**src/rtl/cdce_spi_pkg.sv**
```systemverilog
// Shared constants, word layout and FSM encoding for the CDCE62005 SPI responder.
package cdce_spi_pkg;

  localparam int WORD_W = 32;
  localparam int DATA_W = 28;
  localparam int CMD_W  = 4;
  localparam int CNT_W  = 16;

  localparam logic [CMD_W-1:0] CMD_READ   = 4'hE;
  localparam logic [CMD_W-1:0] CMD_EEPROM = 4'hF;

  // One past a full frame, so over-long frames remain distinguishable.
  localparam logic [5:0] BIT_CNT_FULL = 6'd32;
  localparam logic [5:0] BIT_CNT_SAT  = 6'd33;

  typedef enum logic [1:0] {
    ST_IDLE,
    ST_SHIFT,
    ST_COMMIT
  } st_e;

  function automatic logic [5:0] bit_cnt_inc(input logic [5:0] cnt);
    return (cnt == BIT_CNT_SAT) ? cnt : cnt + 6'd1;
  endfunction

endpackage

```
**src/rtl/cdce_spi_responder_sync.sv**
```systemverilog
// Multi-flop synchronizer for one SPI pin, with registered rise/fall detection.
// level_o, rise_o and fall_o are mutually aligned.
module spi_pin_sync #(
  parameter int   SYNC_STAGES = 2,
  parameter logic RST_VAL     = 1'b0
) (
  input  logic clk,
  input  logic rst_n,
  input  logic pin_i,
  output logic level_o,
  output logic rise_o,
  output logic fall_o
);

  logic [SYNC_STAGES-1:0] sync_q;
  logic                   level_q;
  logic                   rise_q;
  logic                   fall_q;

  // NOTE: flops use non-blocking assignments so every stage samples the
  // previous stage's old value; blocking here would collapse the chain.
  always_ff @(posedge clk or negedge rst_n) begin
    if (!rst_n) begin
      sync_q  <= {SYNC_STAGES{RST_VAL}};
      level_q <= RST_VAL;
      rise_q  <= 1'b0;
      fall_q  <= 1'b0;
    end else begin
      sync_q  <= {sync_q[SYNC_STAGES-2:0], pin_i};
      level_q <= sync_q[SYNC_STAGES-1];
      rise_q  <= sync_q[SYNC_STAGES-1] & ~level_q;
      fall_q  <= ~sync_q[SYNC_STAGES-1] & level_q;
    end
  end

  assign level_o = level_q;
  assign rise_o  = rise_q;
  assign fall_o  = fall_q;

endmodule

```
**src/rtl/cdce_spi_responder.sv**
```systemverilog
// CDCE62005 SPI responder: LSB-first 32-bit frames, register model 0..NUM_REGS-1,
// EEPROM shadow, and MISO readback of a previously requested register.
module cdce_spi_responder
  import cdce_spi_pkg::*;
#(
  parameter int SYNC_STAGES = 2,
  parameter int NUM_REGS    = 9
) (
  input  logic              clk,
  input  logic              rst_n,
  input  logic              spi_clk,
  input  logic              spi_le,
  input  logic              spi_mosi,
  output logic              spi_miso,
  input  logic [CMD_W-1:0]  rd_addr,
  output logic [DATA_W-1:0] rd_data,
  output logic              wr_strobe,
  output logic [CMD_W-1:0]  wr_addr,
  output logic              eeprom_copy,
  output logic              frame_err,
  output logic [CNT_W-1:0]  frame_cnt
);

  localparam logic [CMD_W:0] NUM_REGS_W = (CMD_W + 1)'(NUM_REGS);
  localparam logic [7:0]     FLUSH_N    = 8'(SYNC_STAGES + 1);

  // Synchronized pins
  logic       clk_level_unused, clk_rise, clk_fall;
  logic       le_level, le_rise, le_fall;
  logic       mosi_level;
  logic [1:0] mosi_edge_unused;

  spi_pin_sync #(.SYNC_STAGES(SYNC_STAGES), .RST_VAL(1'b0)) u_sync_clk (
    .clk    (clk),
    .rst_n  (rst_n),
    .pin_i  (spi_clk),
    .level_o(clk_level_unused),
    .rise_o (clk_rise),
    .fall_o (clk_fall)
  );

  spi_pin_sync #(.SYNC_STAGES(SYNC_STAGES), .RST_VAL(1'b1)) u_sync_le (
    .clk    (clk),
    .rst_n  (rst_n),
    .pin_i  (spi_le),
    .level_o(le_level),
    .rise_o (le_rise),
    .fall_o (le_fall)
  );

  spi_pin_sync #(.SYNC_STAGES(SYNC_STAGES), .RST_VAL(1'b0)) u_sync_mosi (
    .clk    (clk),
    .rst_n  (rst_n),
    .pin_i  (spi_mosi),
    .level_o(mosi_level),
    .rise_o (mosi_edge_unused[0]),
    .fall_o (mosi_edge_unused[1])
  );

  // State
  st_e                st_q, st_d;
  logic               held_q, held_d;
  logic               armed_q;
  logic [7:0]         flush_q;
  logic [WORD_W-1:0]  sr_q;
  logic [5:0]         bit_cnt_q;
  logic [WORD_W-1:0]  tx_q;
  logic               pend_valid_q;
  logic [CMD_W-1:0]   pend_addr_q;
  logic [CMD_W-1:0]   wr_addr_q;
  logic [CNT_W-1:0]   frame_cnt_q;
  logic [DATA_W-1:0]  reg_q    [NUM_REGS];
  logic [DATA_W-1:0]  eeprom_q [NUM_REGS];

  // Decode of the shifted word
  logic [CMD_W-1:0]   cmd;
  logic [DATA_W-1:0]  data;
  logic               cmd_is_reg;
  logic               take_fall;
  logic               commit_ok;
  logic               rd_req;
  logic               frame_err_c;
  logic [WORD_W-1:0]  pend_word;

  assign cmd        = sr_q[CMD_W-1:0];
  assign data       = sr_q[WORD_W-1:CMD_W];
  assign cmd_is_reg = ({1'b0, cmd} < NUM_REGS_W);

  // NOTE: every signal driven here gets a default first, so no path leaves
  // one unassigned and no latch is inferred.
  always_comb begin
    st_d        = st_q;
    held_d      = held_q;
    take_fall   = 1'b0;
    commit_ok   = 1'b0;
    frame_err_c = 1'b0;
    unique case (st_q)
      ST_IDLE: begin
        if (armed_q && (le_fall || held_q)) begin
          st_d      = ST_SHIFT;
          take_fall = 1'b1;
          held_d    = 1'b0;
        end
      end
      ST_SHIFT: begin
        if (le_rise) st_d = ST_COMMIT;
      end
      ST_COMMIT: begin
        st_d = ST_IDLE;
        // A new frame may start while this one commits; remember it.
        if (le_fall) held_d = 1'b1;
        if (bit_cnt_q == BIT_CNT_FULL) commit_ok   = 1'b1;
        else                           frame_err_c = 1'b1;
      end
      default: st_d = ST_IDLE;
    endcase
  end

  assign wr_strobe   = commit_ok && cmd_is_reg;
  assign eeprom_copy = commit_ok && (cmd == CMD_EEPROM);
  assign rd_req      = commit_ok && (cmd == CMD_READ);
  assign frame_err   = frame_err_c;

  always_comb begin
    pend_word = {{DATA_W{1'b0}}, pend_addr_q};
    if ({1'b0, pend_addr_q} < NUM_REGS_W) begin
      pend_word = {reg_q[pend_addr_q], pend_addr_q};
    end
  end

  always_ff @(posedge clk or negedge rst_n) begin
    if (!rst_n) begin
      st_q   <= ST_IDLE;
      held_q <= 1'b0;
    end else begin
      st_q   <= st_d;
      held_q <= held_d;
    end
  end

  // After reset, frames are accepted only once the synchronized spi_le has
  // reflected a genuine high pin level rather than its reset value.
  always_ff @(posedge clk or negedge rst_n) begin
    if (!rst_n) begin
      flush_q <= '0;
      armed_q <= 1'b0;
    end else begin
      if (flush_q != FLUSH_N)            flush_q <= flush_q + 8'd1;
      if (flush_q == FLUSH_N && le_level) armed_q <= 1'b1;
    end
  end

  always_ff @(posedge clk or negedge rst_n) begin
    if (!rst_n) begin
      sr_q         <= '0;
      bit_cnt_q    <= '0;
      tx_q         <= '0;
      pend_valid_q <= 1'b0;
      pend_addr_q  <= '0;
      wr_addr_q    <= '0;
      frame_cnt_q  <= '0;
    end else begin
      if (take_fall) begin
        bit_cnt_q    <= '0;
        tx_q         <= pend_valid_q ? pend_word : '0;
        pend_valid_q <= 1'b0;
      end else if (st_q == ST_SHIFT && !le_level) begin
        if (clk_rise) begin
          sr_q      <= {mosi_level, sr_q[WORD_W-1:1]};
          bit_cnt_q <= bit_cnt_inc(bit_cnt_q);
        end
        if (clk_fall) tx_q <= tx_q >> 1;
      end
      if (rd_req) begin
        pend_valid_q <= 1'b1;
        pend_addr_q  <= sr_q[2*CMD_W-1:CMD_W];
      end
      if (wr_strobe) wr_addr_q   <= cmd;
      if (commit_ok) frame_cnt_q <= frame_cnt_q + 16'd1;
    end
  end

  // NOTE: the register file and shadow are small and architecturally reset
  // to zero, so they live in a reset flop block rather than a RAM.
  always_ff @(posedge clk or negedge rst_n) begin
    if (!rst_n) begin
      for (int i = 0; i < NUM_REGS; i++) begin
        reg_q[i]    <= '0;
        eeprom_q[i] <= '0;
      end
    end else begin
      if (wr_strobe) reg_q[cmd] <= data;
      if (eeprom_copy) begin
        for (int i = 0; i < NUM_REGS; i++) eeprom_q[i] <= reg_q[i];
      end
    end
  end

  always_comb begin
    rd_data = '0;
    if ({1'b0, rd_addr} < NUM_REGS_W) rd_data = reg_q[rd_addr];
  end

  assign spi_miso  = tx_q[0];
  assign wr_addr   = wr_addr_q;
  assign frame_cnt = frame_cnt_q;

endmodule

```
**config.mk**
```make
export PLATFORM = sky130hd
export DESIGN_NAME = cdce_spi_responder
export DESIGN_NICKNAME = d
export VERILOG_FILES = /design/src/rtl/cdce_spi_pkg.sv /design/src/rtl/cdce_spi_responder_sync.sv /design/src/rtl/cdce_spi_responder.sv
export SDC_FILE = /design/constraint.sdc
export NUM_CORES = 1
export LEC_CHECK = 0
export BUFFER_PORTS_ARGS = -buffer_cell sky130_fd_sc_hd__buf_2
export CAP_MARGIN = 30
export CORE_ASPECT_RATIO = 0.8
export CORE_UTILIZATION = 54
export CTS_BUF_LIST = sky130_fd_sc_hd__clkbuf_4 sky130_fd_sc_hd__clkbuf_8
export DETAILED_ROUTE_END_ITERATION = 10
export HOLD_SLACK_MARGIN = 0.1
export PLACE_DENSITY = 0.71
export SYNTH_ARGS = -nofsm -noshare
export SYNTH_HDL_FRONTEND = slang
export SYNTH_SLANG_ARGS = --single-unit
```
**constraint.sdc**
```tcl
create_clock -name clk -period 4.23 [get_ports clk]
set_clock_uncertainty 0.1 [all_clocks]
set_input_delay 0.2115 -clock clk [delete_from_list [all_inputs] [get_ports clk]]
set_output_delay 0.2115 -clock clk [all_outputs]
set_load 0.05 [all_outputs]
```
==> results.toml <==
[clock_network]
cts_tree = "done"
ctsResizeCount = 0
cts_sinks = 372
ctsRootBufferMaster = "clkbuf_8"
cts.reportedPaths.clkPinSlew_ps = 70
cts-buffers-inserted = 58
cts_setup_buffers = 0
htree_levels = 2
insertion_delay_ps = 610
clockBufferDepth = 3

[power]
power.density_nw_per_um2 = 368.4
p_leak_uw = 0.009296
ir_drop_v = 0.0002856

[layout]
final_area_um2 = 20400
n_antenna_cell = 0
fin_nets = 1459
drive_gt1_share_pct = 38.86
area_growth_pct = 11.58

[synth]
synth_warnings = 0
yosysTopAreaCellShare_pct = 50.50
ys_ff_latch = 372
synth_nets = 1422
ys.flop_type = "dfrtp_1"
synthTopCellsByCount = "369 x dfrtp_1, 311 x mux2_2, 137 x mux2i_1"
synth.most_common_cell = "dfrtp_1"
synth.distinct_cells = 56
syn_avg_cell_area_um2 = 12.99
seq_area_frac_synth_pct = 50.93
synth_area_um2 = 18290
ys_top_cells_by_area = "dfrtp_1 50%, mux2_2 19%, mux2i_1 7.5%"
synth_edf_count = 0
synthCells = 1408
synthArstFlopShare_pct = 100.0
synth_top_area_cell = "dfrtp_1"

[detailed_routing]
viasPerCell = 6.309
vias = 12095
routed_wl_um = 46150
antenna_left = 0
dr.pass1.iters = 5
wl_per_cell_um = 24.07
remaining_drc_errors = 0
first_iter_violations = 982

[status]
outcome = "finished, final reports clean"

[global_routing]
grt_pass1_vias = 12478
antenna_found_initial = 0
grt_overflow_total = 0
grt_pass1_wl_um = 72930
use_met2_pct = 42.35
use_met3_pct = 4.827
grt_max_degree = 121
globalRouteTotalUtil_pct = 27.26
busiest_layer = "met2"
grt_util_met1_pct = 38.59

[floorplanning]
die-height_um = 166.6
dieArea_um2 = 34610
die_w_um = 207.7
start_util_pct = 55.54
rows = 59
fp.coreArea_um2 = 32920
io_pins = 61

[setup_path]
required_ps = 3920
crit_arrival_ps = 2850
cp-end-kind = "primary output"
worstSetupStartpointType = "flop"
worstSetupPathType = "reg -> out"
path_max_fanout = 13

[sta]
timing.slew.headroom_pct = 31.80
fmax_mhz = 316.8
drv_slew = 0
setup_viol = 0
period_minus_slack_ps = 3157
tightest_slew_ps = 1014
rsz0062_at_grt = "no"
timing.final.crit_share_pct = 74.62
hold_viol = 0
fin_setup_tns_ps = 0

[placement]
port_buffers = 60
place_congestion = 0.8055
placed_area_um2 = 19020
place_hpwl_um = 26090

[hold_path]
hold_path_class = "in -> async"

[job]
drv_cap = 0
==> area by class of cell <==
type                            instances  area (µm²)
Clock buffer                           96        1265
Sequential cell                       372        9316
Tap cell                              427       534.3
Timing Repair Buffer                  103       703.2
Clock inverter                          9       48.80
Fill cell                            2576       12520
Inverter                                7       26.28
Multi-Input combinational cell        903        8511
==> state kept, by name, summed over array words and instances (netlist names), 2 cells and up <==
signal,count
reg_q,252
sr_q,32
tx_q,32
frame_cnt,16
flush_q,8
bit_cnt_q,6
pend_addr_q,4
wr_addr,4
st_q,2
u_sync_clk.sync_q,2
u_sync_le.sync_q,2
u_sync_mosi.sync_q,2
==> report_power, final <==
group	leakage, µW	switching, µW	internal (µW)
combinational	0.00345	339	155
clock	0.000702	1430	1880
sequential	0.00514	94.5	3620
total	0.00930	1870	5650
==> metrics by stage <==
stage,total power [µW],instances,utilization [%],setup slack (ps),hold WS [ps]
2_1_floorplan,4048,1408,-,1131,-184.1
4_1_cts,7591,1916,61.93,1036,136.5
5_1_grt,7808,1917,61.97,987.1,165.5
3_3_place_gp,4255,1804,57.71,1234,218.2
3_5_place_dp,4261,1805,57.76,1172,220.9
6_report,7518,1917,61.97,1073,178.5
==> path summary, 6_finish.rpt <==
| kind | startpoint | end | slack (ps) | cells past startpoint |
|---|---|---|---|---|
| worst max-delay path | bit_cnt_q[2]$_DFFE_PN0P_ | eeprom_copy | 1070 | 4 |
| worst min-delay path | rst_n | flush_q[0]$_DFFE_PN0P_ | 180 | 2 |
| worst max register to register | bit_cnt_q[2]$_DFFE_PN0P_ | reg_q[104]$_DFFE_PN0P_ | 1130 | 5 |
| worst min register to register | u_sync_mosi.sync_q[1]$_DFF_PN0_ | u_sync_mosi.level_o$_DFF_PN0_ | 250 | 0 |
| max in group asynchronous | rst_n | reg_q[76]$_DFFE_PN0P_ | 2700 | 3 |
| min in group clk | spi_mosi | u_sync_mosi.sync_q[0]$_DFF_PN0_ | 200 | 2 |
==> layout by cell type, fill, tap and decap left out, types with 25 or more instances in the layout <==
cell        n
a21oi_1    33
buf_2      58
buf_4      33
clkbuf_8   87
dfrtp_1   368
mux2_2    311
mux2i_1   137
mux4_2     45
nand2_1    88
nor2b_1    25
o221ai_1   26
o22ai_1    66
==> worst max-delay path: stages, from the launching register on <==
cell	delay, ps
dfrtp_1	430
or4b_4	590
or3_1	590
nor3_1	320
buf_2	310
==> cell families (layout without fill, tap and decap cells) <==
logic type	Yosys count	count (layout)	share of synthesized area, %
AOI/OAI and AO/OA	174	174	6.411
xor gates and xnor gates	26	26	1.245
adders and majority gates	5	5	0.3421
buffers and inverters	133	215	2.908
DFF	372	372	50.93
and+or+nand+nor	201	201	5.727
muxes	497	497	32.44
==> routing by layer <==
metal	share of wire, %	vias up	wire length (µm)
met5	0	-	0
met4	2.8	0	1302
met3	6.0	97	2750
met2	46	366	21330
met1	45	6332	20760
li1	-	5300	-
==> what timing repair did <==
action,4_1_cts,5_1_grt
hold buffers,6,0
setup endpoints to repair,0,0
endpoints found under the hold margin,118,0
Power figures use the tool's default switching activity.
